## config.mk

```make
export PLATFORM = sky130hd
export DESIGN_NAME = anabellek_yanitlayici
export DESIGN_NICKNAME = d
export VERILOG_FILES = /design/src/rtl/anabellek_yanitlayici.sv
export SDC_FILE = /design/constraint.sdc
export NUM_CORES = 1
export LEC_CHECK = 0
export CAP_MARGIN = 20
export CELL_PAD_IN_SITES_DETAIL_PLACEMENT = 1
export CELL_PAD_IN_SITES_GLOBAL_PLACEMENT = 1
export CORE_UTILIZATION = 36
export DETAILED_ROUTE_END_ITERATION = 6
export PLACE_DENSITY = 0.91
export SETUP_SLACK_MARGIN = 0.2
export SYNTH_ARGS = -nofsm -noshare
export SYNTH_HDL_FRONTEND = slang
export SYNTH_SLANG_ARGS = --single-unit
```

## constraint.sdc

```tcl
create_clock -name clk -period 2.6 [get_ports clk]
set_input_delay 0.65 -clock clk [delete_from_list [all_inputs] [get_ports clk]]
set_output_delay 0.65 -clock clk [all_outputs]
set_load 0.1 [all_outputs]
```

## src/rtl/anabellek_yanitlayici.sv

```systemverilog
// rtl/anabellek_yanitlayici.sv - iomem word responder driving an 8-bit asynchronous SRAM
// Each word request becomes four byte lanes; write lanes with a clear strobe are skipped.
module anabellek_yanitlayici #(
   parameter int ADR_W    = 19,
   parameter int WAIT_CYC = 1
) (
   input  logic             clk,
   input  logic             resetn,
   input  logic             iomem_valid,
   output logic             iomem_ready,
   input  logic [3:0]       iomem_wstrb,
   input  logic [31:0]      iomem_addr,
   input  logic [31:0]      iomem_wdata,
   output logic [31:0]      iomem_rdata,
   output logic             sram_ce_n,
   output logic             sram_oe_n,
   output logic             sram_we_n,
   output logic [ADR_W-1:0] sram_addr,
   output logic [7:0]       sram_dq_o,
   output logic             sram_dq_oe,
   input  logic [7:0]       sram_dq_i
);

   localparam logic [2:0] S_IDLE = 3'd0;
   localparam logic [2:0] S_RD   = 3'd1;
   localparam logic [2:0] S_WS   = 3'd2;
   localparam logic [2:0] S_WP   = 3'd3;
   localparam logic [2:0] S_WH   = 3'd4;
   localparam logic [2:0] S_DONE = 3'd5;

   localparam logic [2:0] WAIT_LAST = 3'(WAIT_CYC);

   logic [2:0]       st_q, st_d;
   logic [1:0]       lane_q, lane_d;
   logic [2:0]       cnt_q, cnt_d;
   logic [ADR_W-3:0] addr_q, addr_d;
   logic [3:0]       wstrb_q, wstrb_d;
   logic [31:0]      wdata_q, wdata_d;
   logic [31:0]      rdata_q, rdata_d;
   logic             ready_q, ready_d;
   logic             ce_n_q, ce_n_d;
   logic             oe_n_q, oe_n_d;
   logic             we_n_q, we_n_d;
   logic             dq_oe_q, dq_oe_d;
   logic [ADR_W-1:0] sram_addr_q, sram_addr_d;
   logic [7:0]       dq_o_q, dq_o_d;
   logic [3:0]       lanes_above;
   logic             unused_addr_bits;

   assign unused_addr_bits = ^{iomem_addr[31:ADR_W], iomem_addr[1:0]};

   function automatic logic [1:0] low_lane(input logic [3:0] m);
      if (m[0])      return 2'd0;
      else if (m[1]) return 2'd1;
      else if (m[2]) return 2'd2;
      else           return 2'd3;
   endfunction

   always_comb begin
      st_d        = st_q;
      lane_d      = lane_q;
      cnt_d       = cnt_q;
      addr_d      = addr_q;
      wstrb_d     = wstrb_q;
      wdata_d     = wdata_q;
      rdata_d     = rdata_q;
      lanes_above = wstrb_q & (4'b1110 << lane_q);

      case (st_q)
         S_IDLE: begin
            if (iomem_valid) begin
               addr_d  = iomem_addr[ADR_W-1:2];
               wstrb_d = iomem_wstrb;
               wdata_d = iomem_wdata;
               cnt_d   = 3'd0;
               if (iomem_wstrb == 4'b0000) begin
                  st_d   = S_RD;
                  lane_d = 2'd0;
               end else begin
                  st_d   = S_WS;
                  lane_d = low_lane(iomem_wstrb);
               end
            end
         end
         S_RD: begin
            if (cnt_q == WAIT_LAST) begin
               rdata_d[8*lane_q +: 8] = sram_dq_i;
               cnt_d = 3'd0;
               if (lane_q == 2'd3) st_d = S_DONE;
               else                lane_d = lane_q + 2'd1;
            end else begin
               cnt_d = cnt_q + 3'd1;
            end
         end
         S_WS: begin
            st_d  = S_WP;
            cnt_d = 3'd0;
         end
         S_WP: begin
            if (cnt_q == WAIT_LAST) st_d = S_WH;
            else                    cnt_d = cnt_q + 3'd1;
         end
         S_WH: begin
            // Skip straight to the next strobed lane so clear lanes cost nothing.
            if (lanes_above != 4'b0000) begin
               st_d   = S_WS;
               lane_d = low_lane(lanes_above);
            end else begin
               st_d = S_DONE;
            end
         end
         S_DONE:  st_d = S_IDLE;
         default: st_d = S_IDLE;
      endcase

      // Pad controls are decoded from the next state so they toggle with the state flop.
      ready_d     = (st_d == S_DONE);
      ce_n_d      = !((st_d == S_RD) || (st_d == S_WS) || (st_d == S_WP) || (st_d == S_WH));
      oe_n_d      = (st_d != S_RD);
      we_n_d      = (st_d != S_WP);
      dq_oe_d     = (st_d == S_WS) || (st_d == S_WP) || (st_d == S_WH);
      sram_addr_d = {addr_d, lane_d};
      dq_o_d      = wdata_d[8*lane_d +: 8];
   end

   always_ff @(posedge clk or negedge resetn) begin
      if (!resetn) begin
         st_q        <= S_IDLE;
         lane_q      <= 2'd0;
         cnt_q       <= 3'd0;
         addr_q      <= '0;
         wstrb_q     <= 4'd0;
         wdata_q     <= 32'd0;
         rdata_q     <= 32'd0;
         ready_q     <= 1'b0;
         ce_n_q      <= 1'b1;
         oe_n_q      <= 1'b1;
         we_n_q      <= 1'b1;
         dq_oe_q     <= 1'b0;
         sram_addr_q <= '0;
         dq_o_q      <= 8'd0;
      end else begin
         st_q        <= st_d;
         lane_q      <= lane_d;
         cnt_q       <= cnt_d;
         addr_q      <= addr_d;
         wstrb_q     <= wstrb_d;
         wdata_q     <= wdata_d;
         rdata_q     <= rdata_d;
         ready_q     <= ready_d;
         ce_n_q      <= ce_n_d;
         oe_n_q      <= oe_n_d;
         we_n_q      <= we_n_d;
         dq_oe_q     <= dq_oe_d;
         sram_addr_q <= sram_addr_d;
         dq_o_q      <= dq_o_d;
      end
   end

   assign iomem_ready = ready_q;
   assign iomem_rdata = rdata_q;
   assign sram_ce_n   = ce_n_q;
   assign sram_oe_n   = oe_n_q;
   assign sram_we_n   = we_n_q;
   assign sram_addr   = sram_addr_q;
   assign sram_dq_o   = dq_o_q;
   assign sram_dq_oe  = dq_oe_q;

endmodule
```

Word level (Yosys, flattened, before mapping)
Cells that the tools add are included.

storage, ports and cells
  bits in registers = 125
  input bits = 79
  output and inout bits = 64

cells by class
  add/sub/neg operators = 3
  equality and inequality tests = 15
  shift operators = 4
  mux-type cells = 28
  bitwise logic cells = 1
  reduce and logical (&&, ||, !) cells = 13

operators with widths
  operator                                                count
  two-way mux 32 bit                                      2
  two-way mux 17 bit                                      2
  negation 5 -> 34 bit                                    1
  variable shift 8 x 34 -> 32 bit (first input constant)  1
  variable part select 8 x 34 -> 32 bit                   1
  bitwise mux 32 bit                                      1
  variable part select 32 x 6 -> 8 bit                    1
  two-way mux 3 bit                                       8
  two-way mux 2 bit                                       10
  case mux 3 bit (5 select lines)                         1
  == test 3 x 2 -> 1 bit (second input constant)          4
  case mux 3 bit (4 select lines)                         1
  == test 3 x 1 -> 1 bit (second input constant)          3
  == test 3 bit (second input constant)                   3
  nonzero test 4 bit                                      2
  case mux 2 bit (3 select lines)                         1
  logical OR 1 bit                                        5
  bitwise AND 4 bit                                       1
  logical NOT 4 bit                                       1
  inequality test 2 bit (second input constant)           2
  AND reduction 2 bit                                     2
  << shifter 4 x 2 -> 4 bit (first input constant)        1
  adder 3 x 1 -> 3 bit (second input constant)            1
  logical NOT 3 bit                                       1
  other kinds (7)                                         8

Depth between registers and ports, before layout
Gate-level depths: netlist (run 1).

  depth after elaboration = 10
  gate-level depth with buffers = 8

Least setup slack after synthesis (run 1)
OpenSTA, ideal clock, no wires.

  kind = register to register
  start = register, netlist name sram_addr[0]
  end = register dq_o_q[0] (netlist: sram_dq_o[0])
  data arrival time = 2721 ps
  setup slack = -259 ps
  stages on the path, launching flop included = 7
  path buffers = 0
  clock period less this slack = 2859 ps
  path through = dfrtp_1 > inv_1 > ha_1 > nand2_1 > a21boi_2 > o22ai_4 > mux4_2

RTL lines
  item                    line  text
  end signal: assignment  156   dq_o_q <= dq_o_d;
  end: declaration        46    logic [7:0] dq_o_q, dq_o_d;

Worst setup path in the final report (run 1)
  start = input port iomem_valid
  end = register dq_o_q[6] (netlist: sram_dq_o[6])

between the ends
  cells in the longest elaborated chain, start to end = 3

ends and longest elaborated chain
  item                                  line  text
  start: declaration                    9     input logic iomem_valid,
  two-way mux 32 bit                    71    if (iomem_valid) begin
  two-way mux 32 bit                    69    case (st_q)
  via wdata_d[14]                       38    logic [31:0] wdata_q, wdata_d;
  variable part select 32 x 6 -> 8 bit  123   dq_o_d = wdata_d[8*lane_d +: 8];
  via dq_o_d[6]                         46

The timed path passes the listed nets, and every way through them passes these cells.
A chain may end at the register's enable or synchronous reset.

==> results of run 1 <==
-- how the worst max path moves through the flow --
stage | depth (start not counted) | from | end | slack (ns)
after floorplan | 6 | sram_addr[1] | sram_dq_o[0] | 0.25
after global placement | 5 | iomem_valid | sram_dq_o[4] | -0.15
after detailed placement | 5 | iomem_valid | sram_dq_o[2] | -0.21
after CTS | 5 | iomem_valid | sram_dq_o[6] | 0.20
after global routing | 6 | iomem_valid | sram_dq_o[6] | 0.18
final | 6 | iomem_valid | sram_dq_o[6] | 0.25
-- critical path, stage by stage --
cell and delay [ns]:
clkdlybuf4s50_1 0.49, nor4b_4 0.19, buf_4 0.18, buf_6 0.21, mux2_2 0.38, mux4_2 0.46
-- layout by cell type, fill, tap and decap left out, types with 8 or more instances in the layout --
cell type	n
buf_4	77
clkbuf_16	9
clkdlybuf4s50_1	62
dfrtp_1	100
ha_1	8
inv_1	8
mux2_2	50
mux4_2	8
nand2_1	75
o21ai_0	39
-- final cells by class --
cell class / count / area (um^2)
Clock inverter: 2 / 13.8
Fill cell: 1282 / 5920
Clock buffer: 13 / 250
Timing Repair Buffer: 143 / 1260
Tap cell: 168 / 210
Inverter: 8 / 30.0
Multi-Input combinational cell: 231 / 1740
Sequential cell: 105 / 2640
-- registers in the layout, indices dropped and copies added, names as in the netlist, 3 cells and up --
signal / count
cnt_q: 3
iomem_rdata: 32
sram_addr: 18
sram_dq_o: 8
st_q: 3
wdata_q: 32
wstrb_q: 3
-- per-layer routing --
metal  share of wire [%]  vias to the layer above  GRT usage, %
met5                   0                        -             0
met4                 2.1                        0          8.42
met3                 8.4                       18          7.39
met2                  51                      115          33.1
met1                  39                     1651          21.1
li1                    -                     1513             -
-- repair_timing --
| action | CTS | global route |
|---|---|---|
| pin swaps | 0 | 1 |
| gates resized for setup | 3 | 1 |
| endpoints found under the setup margin | 8 | 8 |
| setup buffers | 0 | 2 |
-- through the flow --
step	setup WS (ns)	area, um^2	cells	utilization, %
2_1_floorplan	0.249	4500	358	-
3_3_place_gp	-0.155	5850	653	48.5
3_5_place_dp	-0.211	5850	653	48.5
4_1_cts	0.200	6120	668	50.7
5_1_grt	0.183	6140	670	50.9
6_report	0.249	6140	670	50.9
-- cell families after synthesis --
kind of cell    Yosys count  synth area share [%]
mux                      60                  17.1
simple gates            110                  11.9
compound gates           52                  7.08
buf+inv                  22                  2.81
flops                   105                  58.6
fa+ha+maj                 9                  2.51
==> flow_metrics.py, run 1 <==
metrics = {
    "global_routing": {
        "grt_usage_pct": 19.2,
        "grt_pass1_wl_mm": 18.6,
        "first_global_vias": 3551,
        "grt_overflow": 0,
        "antenna_found_initial": 0,
        "grt_max_degree": 49,
    },
    "clock_network": {
        "clock_path_buffers": 2,
        "clkLatencyLatePin_ns": 0.36,
        "cts_tree": "built",
        "clock-sinks": 105,
        "cts_max_level": 3,
        "cts_hold_buf": 0,
        "clk_pin_slew_ns": 0.07,
        "cts_made_buffers": 9,
        "root_buffer": "clkbuf_16",
    },
    "finish": {
        "nets": 586,
        "syn2layout_area_growth_pct": 36.7,
        "diodes": 0,
        "drive_gt1_share_pct": 33.7,
    },
    "sta": {
        "final_hold_viol_count": 0,
        "fin_tns_setup_ns": 0,
        "timing.hold.ws_ns": 0.319,
        "fmax_mhz": 425,
        "maxSlewViolCount": 0,
        "setup_viol": 0,
        "rsz0062_at_grt": "no",
        "clock_skew_ns": 0.00786,
        "min_period_over_period_pct": 90.4,
        "maxSlewHeadroom_pct": 57.7,
        "period_needed_ns": 2.35,
        "tightestPinTransition_ns": 0.634,
    },
    "drt": {
        "via_per_inst": 4.92,
        "drc_errors": 0,
        "first_pass_iters": 4,
        "drtIter0Drc": 101,
        "wl_per_cell_um": 17.3,
        "detail_route.wirelength_mm": 11.6,
        "detail-route-antenna-nets": 0,
        "dr_total_vias": 3297,
    },
    "setup_path": {
        "r2r_cells": 6,
        "endpoint_kind": "flip-flop",
        "start_kind": "primary input",
        "cp.arrival_ns": 2.58,
        "reg2reg_slack_ns": 0.32,
        "r2r_start": "sram_addr[0]",
        "path_class": "in2reg",
        "required_ns": 2.83,
        "r2r-end": "sram_dq_o[7]",
        "crit_path_max_fanout": 18,
    },
    "place": {
        "io_buffer_count": 127,
        "dp_hpwl_mm": 8.87,
        "finalWeightedCongestion": 0.771,
    },
    "synthesis": {
        "synth_edf_count": 0,
        "syn_nets": 446,
        "ys_ff_latch": 105,
        "yosys_most_used_dff": "dfrtp_1",
        "synth_common_cells": "dfrtp_1, nand2_1, mux2_2",
        "synth_cells": 358,
        "yosys_warnings": 0,
        "synth_cell_types": 42,
        "yosysMostFrequentCell": "dfrtp_1",
        "synth_top_area_share_pct": 56.8,
        "async_flop_share_pct": 100,
        "syn_area_um2": 4490,
        "synth.avg_cell_area_um2": 12.5,
        "seq_area_frac_synth_pct": 58.6,
        "ys_top_cells_by_area": "dfrtp_1, mux2_2, nand2_1",
        "yosysTopAreaCell": "dfrtp_1",
    },
    "job": {
        "cap_violations": 0,
    },
    "floorplan": {
        "core_area_um2": 12100,
        "die_w_um": 114,
        "fp-row-count": 40,
        "start_util_pct": 37.2,
        "io_pins": 143,
        "die_y_um": 114,
        "die_area_um2": 12900,
    },
    "min_path": {
        "hold_class": "in2async",
    },
    "run_status": {
        "outcome": "completed",
    },
}
Power of run 1 is not shown: default switching activity piles up to over one toggle a cycle in this logic, so the estimate is an artifact.
==> inputs of run 2 (changes only) <==
- CORE_MARGIN: not set -> 8
==> flow_metrics.py, run 2 (same netlist as run 1, synthesis figures left out) <==
metrics = {
    "place": {
        "place_area_um2": 5870,
        "finalWeightedCongestion": 0.836,
        "io_buffer_count": 127,
        "dp_hpwl_mm": 9.15,
    },
    "setup_path": {
        "r2r_start": "sram_addr[0]",
        "path_class": "in2reg",
        "start_kind": "primary input",
        "crit_path_max_fanout": 18,
        "cp.arrival_ns": 2.56,
        "r2r-end": "sram_dq_o[7]",
        "reg2reg_slack_ns": 0.30,
        "cp_top_family": "buffers and inverters",
        "r2r_cells": 6,
        "worst-path-buf-inv": 3,
        "worst_path_max_delay_cell": "clkdlybuf4s50_1",
        "required_ns": 2.82,
        "crit_chain": "clkdlybuf4s50_1, nor4b_4, buf_4, clkbuf_16, mux2_1, mux4_2",
        "slowest_delay_ns": 0.50,
        "endpoint_kind": "flip-flop",
    },
    "sta": {
        "rsz0062_at_grt": "no",
        "fin_tns_setup_ns": 0,
        "min_period_over_period_pct": 89.9,
        "period_needed_ns": 2.34,
        "tightestPinTransition_ns": 0.646,
        "maxSlewViolCount": 0,
        "fmax_mhz": 428,
        "final_hold_viol_count": 0,
        "clock_skew_ns": 0.00681,
        "timing.hold.ws_ns": 0.317,
        "setup_viol": 0,
        "maxSlewHeadroom_pct": 56.9,
    },
    "floorplan": {
        "start_util_pct": 36.2,
        "fp-row-count": 41,
        "core_area_um2": 12400,
        "die_y_um": 128,
        "die_w_um": 128,
        "die_area_um2": 16300,
        "io_pins": 143,
    },
    "drt": {
        "via_per_inst": 4.79,
        "detail-route-antenna-nets": 0,
        "drtIter0Drc": 127,
        "wl_per_cell_um": 18.3,
        "drc_errors": 0,
        "detail_route.wirelength_mm": 12.4,
        "dr_total_vias": 3240,
        "first_pass_iters": 4,
    },
    "clock_network": {
        "root_buffer": "clkbuf_16",
        "clk_pin_slew_ns": 0.07,
        "clkLatencyLatePin_ns": 0.35,
        "clock-sinks": 105,
        "cts_max_level": 3,
        "clock_path_buffers": 2,
        "cts_made_buffers": 9,
        "cts_tree": "built",
        "cts_hold_buf": 0,
    },
    "global_routing": {
        "grt_overflow": 0,
        "grt_pass1_wl_mm": 19.6,
        "grt_max_degree": 58,
        "first_global_vias": 3677,
        "antenna_found_initial": 0,
        "grt_usage_pct": 15.5,
    },
    "finish": {
        "nets": 587,
        "syn2layout_area_growth_pct": 38.0,
        "diodes": 0,
        "design_area_um2": 6200,
        "final_cell_mix": "dfrtp_1, buf_4, nand2_1",
        "layout_commonest_cell": "dfrtp_1",
        "drive_gt1_share_pct": 34.1,
    },
    "run_status": {
        "outcome": "completed",
    },
    "min_path": {
        "hold_class": "in2async",
    },
    "job": {
        "cap_violations": 0,
    },
}
-- run 2: per-stage QoR --
stage | util, % | worst slack [ns] | std cells
global placement | 47.3 | -0.118 | 658
finish | 49.9 | 0.262 | 676
CTS | 49.6 | 0.219 | 674
floorplan | - | 0.249 | 358
detailed placement | 47.3 | -0.178 | 658
global route | 49.9 | 0.214 | 676
-- run 2: timing repair --
item,CTS,global route
buffers inserted,0,1
endpoints found under the setup margin,0,8
resized for setup,0,1
-- run 2: metal layers --
layer  routed length, um  GRT usage, %
met1                4990          16.9
met4                 214          6.36
met3                 794          5.07
met2                6350          27.1
met5                   0             0
-- run 2: how the worst max path moves through the flow --
stage                      start            to  slack, ns  cells after the start
detailed placement   iomem_valid  sram_dq_o[3]      -0.18                      5
floorplan           sram_addr[1]  sram_dq_o[0]       0.25                      6
CTS                  iomem_valid  sram_dq_o[3]       0.22                      5
finish               iomem_valid  sram_dq_o[7]       0.26                      6
global placement     iomem_valid  sram_dq_o[6]      -0.12                      5
global route        sram_addr[0]  sram_dq_o[7]       0.21                      6
-- run 2: cell type report --
cell class	count	area, um^2
clock buffers	11	243
clock inverters	5	47.5
inverters	8	30.0
well taps	172	215
fillers	1313	6220
multi-input cells	231	1730
flip-flops and latches	105	2640
repair buffers	144	1290
Power of run 2 is left out for the same reason.
==> inputs of run 3 (changes only) <==
- CAP_MARGIN: 20 -> 30
==> results of run 3 <==
Same layout as run 2: the final DEF is identical, and so are final timing and power.
Power of run 3 is left out for the same reason.
==> RTL change 1, RTL diff (config.mk and constraints of run 3) <==
`ADR_W`: 19 -> 27.
--- a/src/rtl/anabellek_yanitlayici.sv
+++ b/src/rtl/anabellek_yanitlayici.sv
@@ -1,7 +1,7 @@
 // rtl/anabellek_yanitlayici.sv - iomem word responder driving an 8-bit asynchronous SRAM
 // Each word request becomes four byte lanes; write lanes with a clear strobe are skipped.
 module anabellek_yanitlayici #(
-   parameter int ADR_W    = 19,
+   parameter int ADR_W    = 27,
    parameter int WAIT_CYC = 1
 ) (
    input  logic             clk,
Ports: changed (resized sram_addr); port bits go from 143 to 151. The function was not compared with the original's and may differ.
==> RTL change 1 against run 3 <==
- setup slack gained 0.20 ns
- routed wire length increased by 8.5%
- final area up 12%
- clock skew grew 0.0018 ns
- sequential cell count grew 8
- synthesized area up 8.2%
- critical path depth is 1 higher
- final cell count up 8.9%
- critical path type unchanged
Power is left out: the tool's default activity adds up to more than one toggle a clock period on the data nets, which glitch-free logic cannot reach.
==> RTL change 1: results (changes against run 3) <==
stage,metric,value,unit,change
placed_design,hpwl,9920,um,was 9150 um
synth,ys_top_cells_by_area,"dfrtp_1, mux2_2, nand2_1, mux2i_1, o21ai_0",,"was dfrtp_1, mux2_2, nand2_1, o21ai_0, mux4_2"
synth,syn-num-nets,479,,was 446
global_route,vias_in_the_first_global_route,4233,,was 3677
global_route,gr-usage-all-layers,16.2,%,was 15.5%
clock_network,clock_insertion_delay_worst_skew,0.42,ns,was 0.35 ns
global_route,grt_pass1_wl,22400,um,was 19600 um
placed_design,finalWeightedCongestion,0.826,,was 0.836
synth,synthCells,391,,was 358
synth,synthDistinctLibCells,41,,was 42
synth,ys_top_cells_by_count,"dfrtp_1, nand2_1, mux2_2, o21ai_0, mux2i_1",,"was dfrtp_1, nand2_1, mux2_2, o21ai_0, ha_1"
synth,yosys-mux-area-fraction,19.0,%,was 17.1%
status,run_status,"complete, no violations",,unchanged
synth,synth_compound_area_share,6.80,%,was 7.08%
setup_path,worstReg2RegEnd,sram_oe_n$_DFF_PN1_,,was sram_dq_o[7]$_DFF_PN0_
setup_path,regToRegSetupSlack,0.48,ns,was 0.30 ns
routing,detail_route.first_pass.iterations,5,,was 4
setup_path,critical_path_arrival,2.44,ns,was 2.56 ns
sta,hold_ws,0.211,ns,was 0.317 ns
setup_path,worstRegToRegCells,7,,was 6
final_layout,fill_cells,1374,,was 1313
placed_design,placement.setup.worst_slack,-0.0107,ns,was -0.178 ns
global_route,grt_max_degree,61,,was 58
placed_design,port_buffers,143,,was 127
clock_network,cts-htree-levels,4,,was 3
placed_design,place.detailed.instances,704,,was 658
final_layout,final_net_count,635,,was 587
clock_network,cts.clk_slew.worst_paths,0.05,ns,was 0.07 ns
sta,max_slew_margin,59.3,%,was 56.9%
==> RTL change 1: critical path: stages <==
cell	delay [ns]
clkdlybuf4s50_1	0.53
nor4b_4	0.29
buf_12	0.20
buf_12	0.15
mux2_1	0.34
mux2i_1	0.16
mux2i_1	0.10
==> RTL change 1: metrics by stage <==
stage                     util [%]  cell area [um2]
after global placement        48.0             6330
after CTS                     52.8             6960
after detailed placement      48.0             6330
final                         52.8             6960
after floorplan                  -             4860
after global routing          52.8             6960
==> RTL change 1: layout make-up <==
class                           count  area (um2)  area share (%)
Tap cell                          176         220            3.16
Multi-Input combinational cell    254        1840            26.4
Timing Repair Buffer              155        1410            20.3
Sequential cell                   113        2830            40.7
Clock inverter                      9         126            1.82
Clock buffer                       23         508            7.30
Inverter                            6        22.5           0.324
==> RTL change 1: metal layers <==
layer / share of wire (%) / up-vias / GRT usage (%) / wire (um)
met2: 51 / 101 / 27.7 / 6900
met4: 1.3 / 0 / 5.93 / 175
met5: 0 / - / 0 / 0
li1: - / 1657 / - / -
met1: 40 / 1803 / 17.3 / 5420
met3: 6.7 / 16 / 7.01 / 903
==> RTL change 1: worst max-delay path by stage <==
stage,start,to,slack [ns],depth (start not counted)
6_report,iomem_valid,sram_dq_o[0]$_DFF_PN0_,0.46,7
3_5_place_dp,iomem_valid,sram_dq_o[0]$_DFF_PN0_,-0.01,7
2_1_floorplan,sram_addr[0]$_DFF_PN0_,sram_dq_o[3]$_DFF_PN0_,0.29,10
5_1_grt,sram_addr[0]$_DFF_PN0_,sram_ce_n$_DFF_PN1_,0.32,7
3_3_place_gp,iomem_valid,sram_dq_o[6]$_DFF_PN0_,0.08,7
4_1_cts,iomem_valid,sram_dq_o[0]$_DFF_PN0_,0.44,7
==> RTL change 1: logic make-up (layout without fill, tap and decap cells) <==
family | after synthesis | in the layout
flops | 113 | 113
simple gates | 103 | 103
fa+ha+maj | 9 | 9
buf+inv | 24 | 193
mux | 85 | 85
compound gates | 57 | 57
==> RTL change 2, RTL diff (settings of run 3) <==
Made on the original files. `rdata_q` no longer has a reset.
--- a/src/rtl/anabellek_yanitlayici.sv
+++ b/src/rtl/anabellek_yanitlayici.sv
@@ -131,7 +131,6 @@
          addr_q      <= '0;
          wstrb_q     <= 4'd0;
          wdata_q     <= 32'd0;
-         rdata_q     <= 32'd0;
          ready_q     <= 1'b0;
          ce_n_q      <= 1'b1;
          oe_n_q      <= 1'b1;
@@ -146,7 +145,6 @@
          addr_q      <= addr_d;
          wstrb_q     <= wstrb_d;
          wdata_q     <= wdata_d;
-         rdata_q     <= rdata_d;
          ready_q     <= ready_d;
          ce_n_q      <= ce_n_d;
          oe_n_q      <= oe_n_d;
@@ -155,6 +153,10 @@
          sram_addr_q <= sram_addr_d;
          dq_o_q      <= dq_o_d;
       end
+   end
+
+   always_ff @(posedge clk) begin
+      rdata_q <= rdata_d;
    end
 
    assign iomem_ready = ready_q;
Function: differs if resetn is asserted again (counterexample within 4 cycles, from zero or initial values and one cycle with resetn low); with resetn held inactive, the same outputs for 10 cycles.
==> RTL change 2 against run 3 <==
- sequential cell count unchanged
- setup slack better by 0.11 ns
- synthesized area up 0.67%
- final area down 0.89%
- routed wire length up 6.3%
- via count up 4.9%
- clock skew up 0.0043 ns
==> RTL change 2: results (changes against run 3) <==
stage,metric,value,unit,change
status,run_status,"complete, no violations",,unchanged
power,cellInternalPower,4.26,mW,
global_route,grt_pass1_wl,21000,um,was 19600 um
setup_path,worstRegToRegCells,7,,was 6
routing,dr.first_iter.drc_count,210,,was 127
synth,ys_top_cells_by_area,"dfrtp_1, edfxtp_1, nand2_1, mux2i_1, and2_1",,"was dfrtp_1, mux2_2, nand2_1, o21ai_0, mux4_2"
sta,maxClockFrequency,448,MHz,was 428 MHz
synth,synth_compound_area_share,3.96,%,was 7.08%
clock_network,cts_resized,1,,was 0
sta,finalClockSkew,0.0112,ns,was 0.00681 ns
global_route,grt_max_degree,47,,was 58
synth,syn-num-nets,504,,was 446
final_layout,n_multi_input_combinational_cell,284,,was 231
final_layout,final_net_count,630,,was 587
global_route,gr-usage-all-layers,16.6,%,was 15.5%
final_layout,multi_input_area_share,26.2,%,was 28.0%
setup_path,regToRegSetupSlack,0.39,ns,was 0.30 ns
final_layout,nClkBuffers,12,,was 11
routing,dr_total_vias,3398,,was 3240
routing,routedWlPerCell,18.3,um,about the same
setup_path,cp_launch_point,iomem_wstrb[2],,was iomem_valid
clock_network,cts_setup_buffers,0,,unchanged
setup_path,critical_path_s_largest_stage_delay,0.44,ns,was 0.50 ns
placed_design,place.detailed.instances,703,,was 658
routing,met3_wl,1080,um,was 794 um
synth,synth_edf_count,32,,was 0
placed_design,placement.setup.worst_slack,-0.124,ns,was -0.178 ns
routing,final_routed_wirelength,13100,um,was 12400 um
final_layout,clock_cell_area_share,4.60,%,was 4.68%
setup_path,critical_path_peak_fanout,17,,was 18
final_layout,signal_buffer_area_fraction,19.7,%,was 20.8%
synth,synth-adder-area-share,2.49,%,was 2.51%
setup_path,worstReg2RegEnd,sram_dq_o[5]$_DFF_PN0_,,was sram_dq_o[7]$_DFF_PN0_
global_route,vias_in_the_first_global_route,3846,,was 3677
setup_path,critical_path_arrival,2.45,ns,was 2.56 ns
final_layout,final_layout_size_suffix_gt1_share,19.4,%,was 34.1%
synth,ys_top_cells_by_count,"nand2_1, dfrtp_1, edfxtp_1, mux2i_1, and2_1",,"was dfrtp_1, nand2_1, mux2_2, o21ai_0, ha_1"
routing,met2_length,6480,um,was 6350 um
sta,tightest_slew,0.759,ns,was 0.646 ns
placed_design,finalWeightedCongestion,0.843,,was 0.836
synth,average_cell_area_after_synthesis,10.9,um2,was 12.5 um2
routing,wl_met1,5380,um,was 4990 um
synth,register_area_share_after_synthesis,61.7,%,was 58.6%
placed_design,hpwl,9950,um,was 9150 um
synth,synthDistinctLibCells,46,,was 42
final_layout,area_taken_by_flip_flops_and_latches,2790,um2,was 2640 um2
synth,ys_async_sr_fraction,69.5,%,was 100%
final_layout,buffers,134,,was 144
RTL change 2: cell count changes in the layout (fill, tap and decap cells not counted), sizes merged, moves of 8 or more:
| cell | before | now |
|---|---|---|
| nand2 | 75 | 161 |
| mux2 | 52 | 0 |
| o21ai | 40 | 4 |
| dfrtp | 102 | 70 |
| edfxtp | 0 | 32 |
| mux2i | 0 | 25 |
| and2 | 1 | 23 |
| and3 | 0 | 13 |
| buf | 81 | 72 |
| mux4 | 8 | 0 |
RTL change 2: metrics by stage:
step	hold slack (ns)	area (um2)	TNS, ns
finish	0.310	6140	0
global route	0.345	6140	0
CTS	0.325	6130	0
detailed placement	0.463	5850	-0.717
global placement	0.453	5850	-0.472
floorplan	0.354	4520	0
RTL change 2: per-layer routing:
layer / vias to the layer above / track usage [%]
met5: - / 0
met4: 0 / 6.15
met3: 12 / 5.82
met2: 106 / 28.3
met1: 1659 / 18.7
li1: 1621 / -
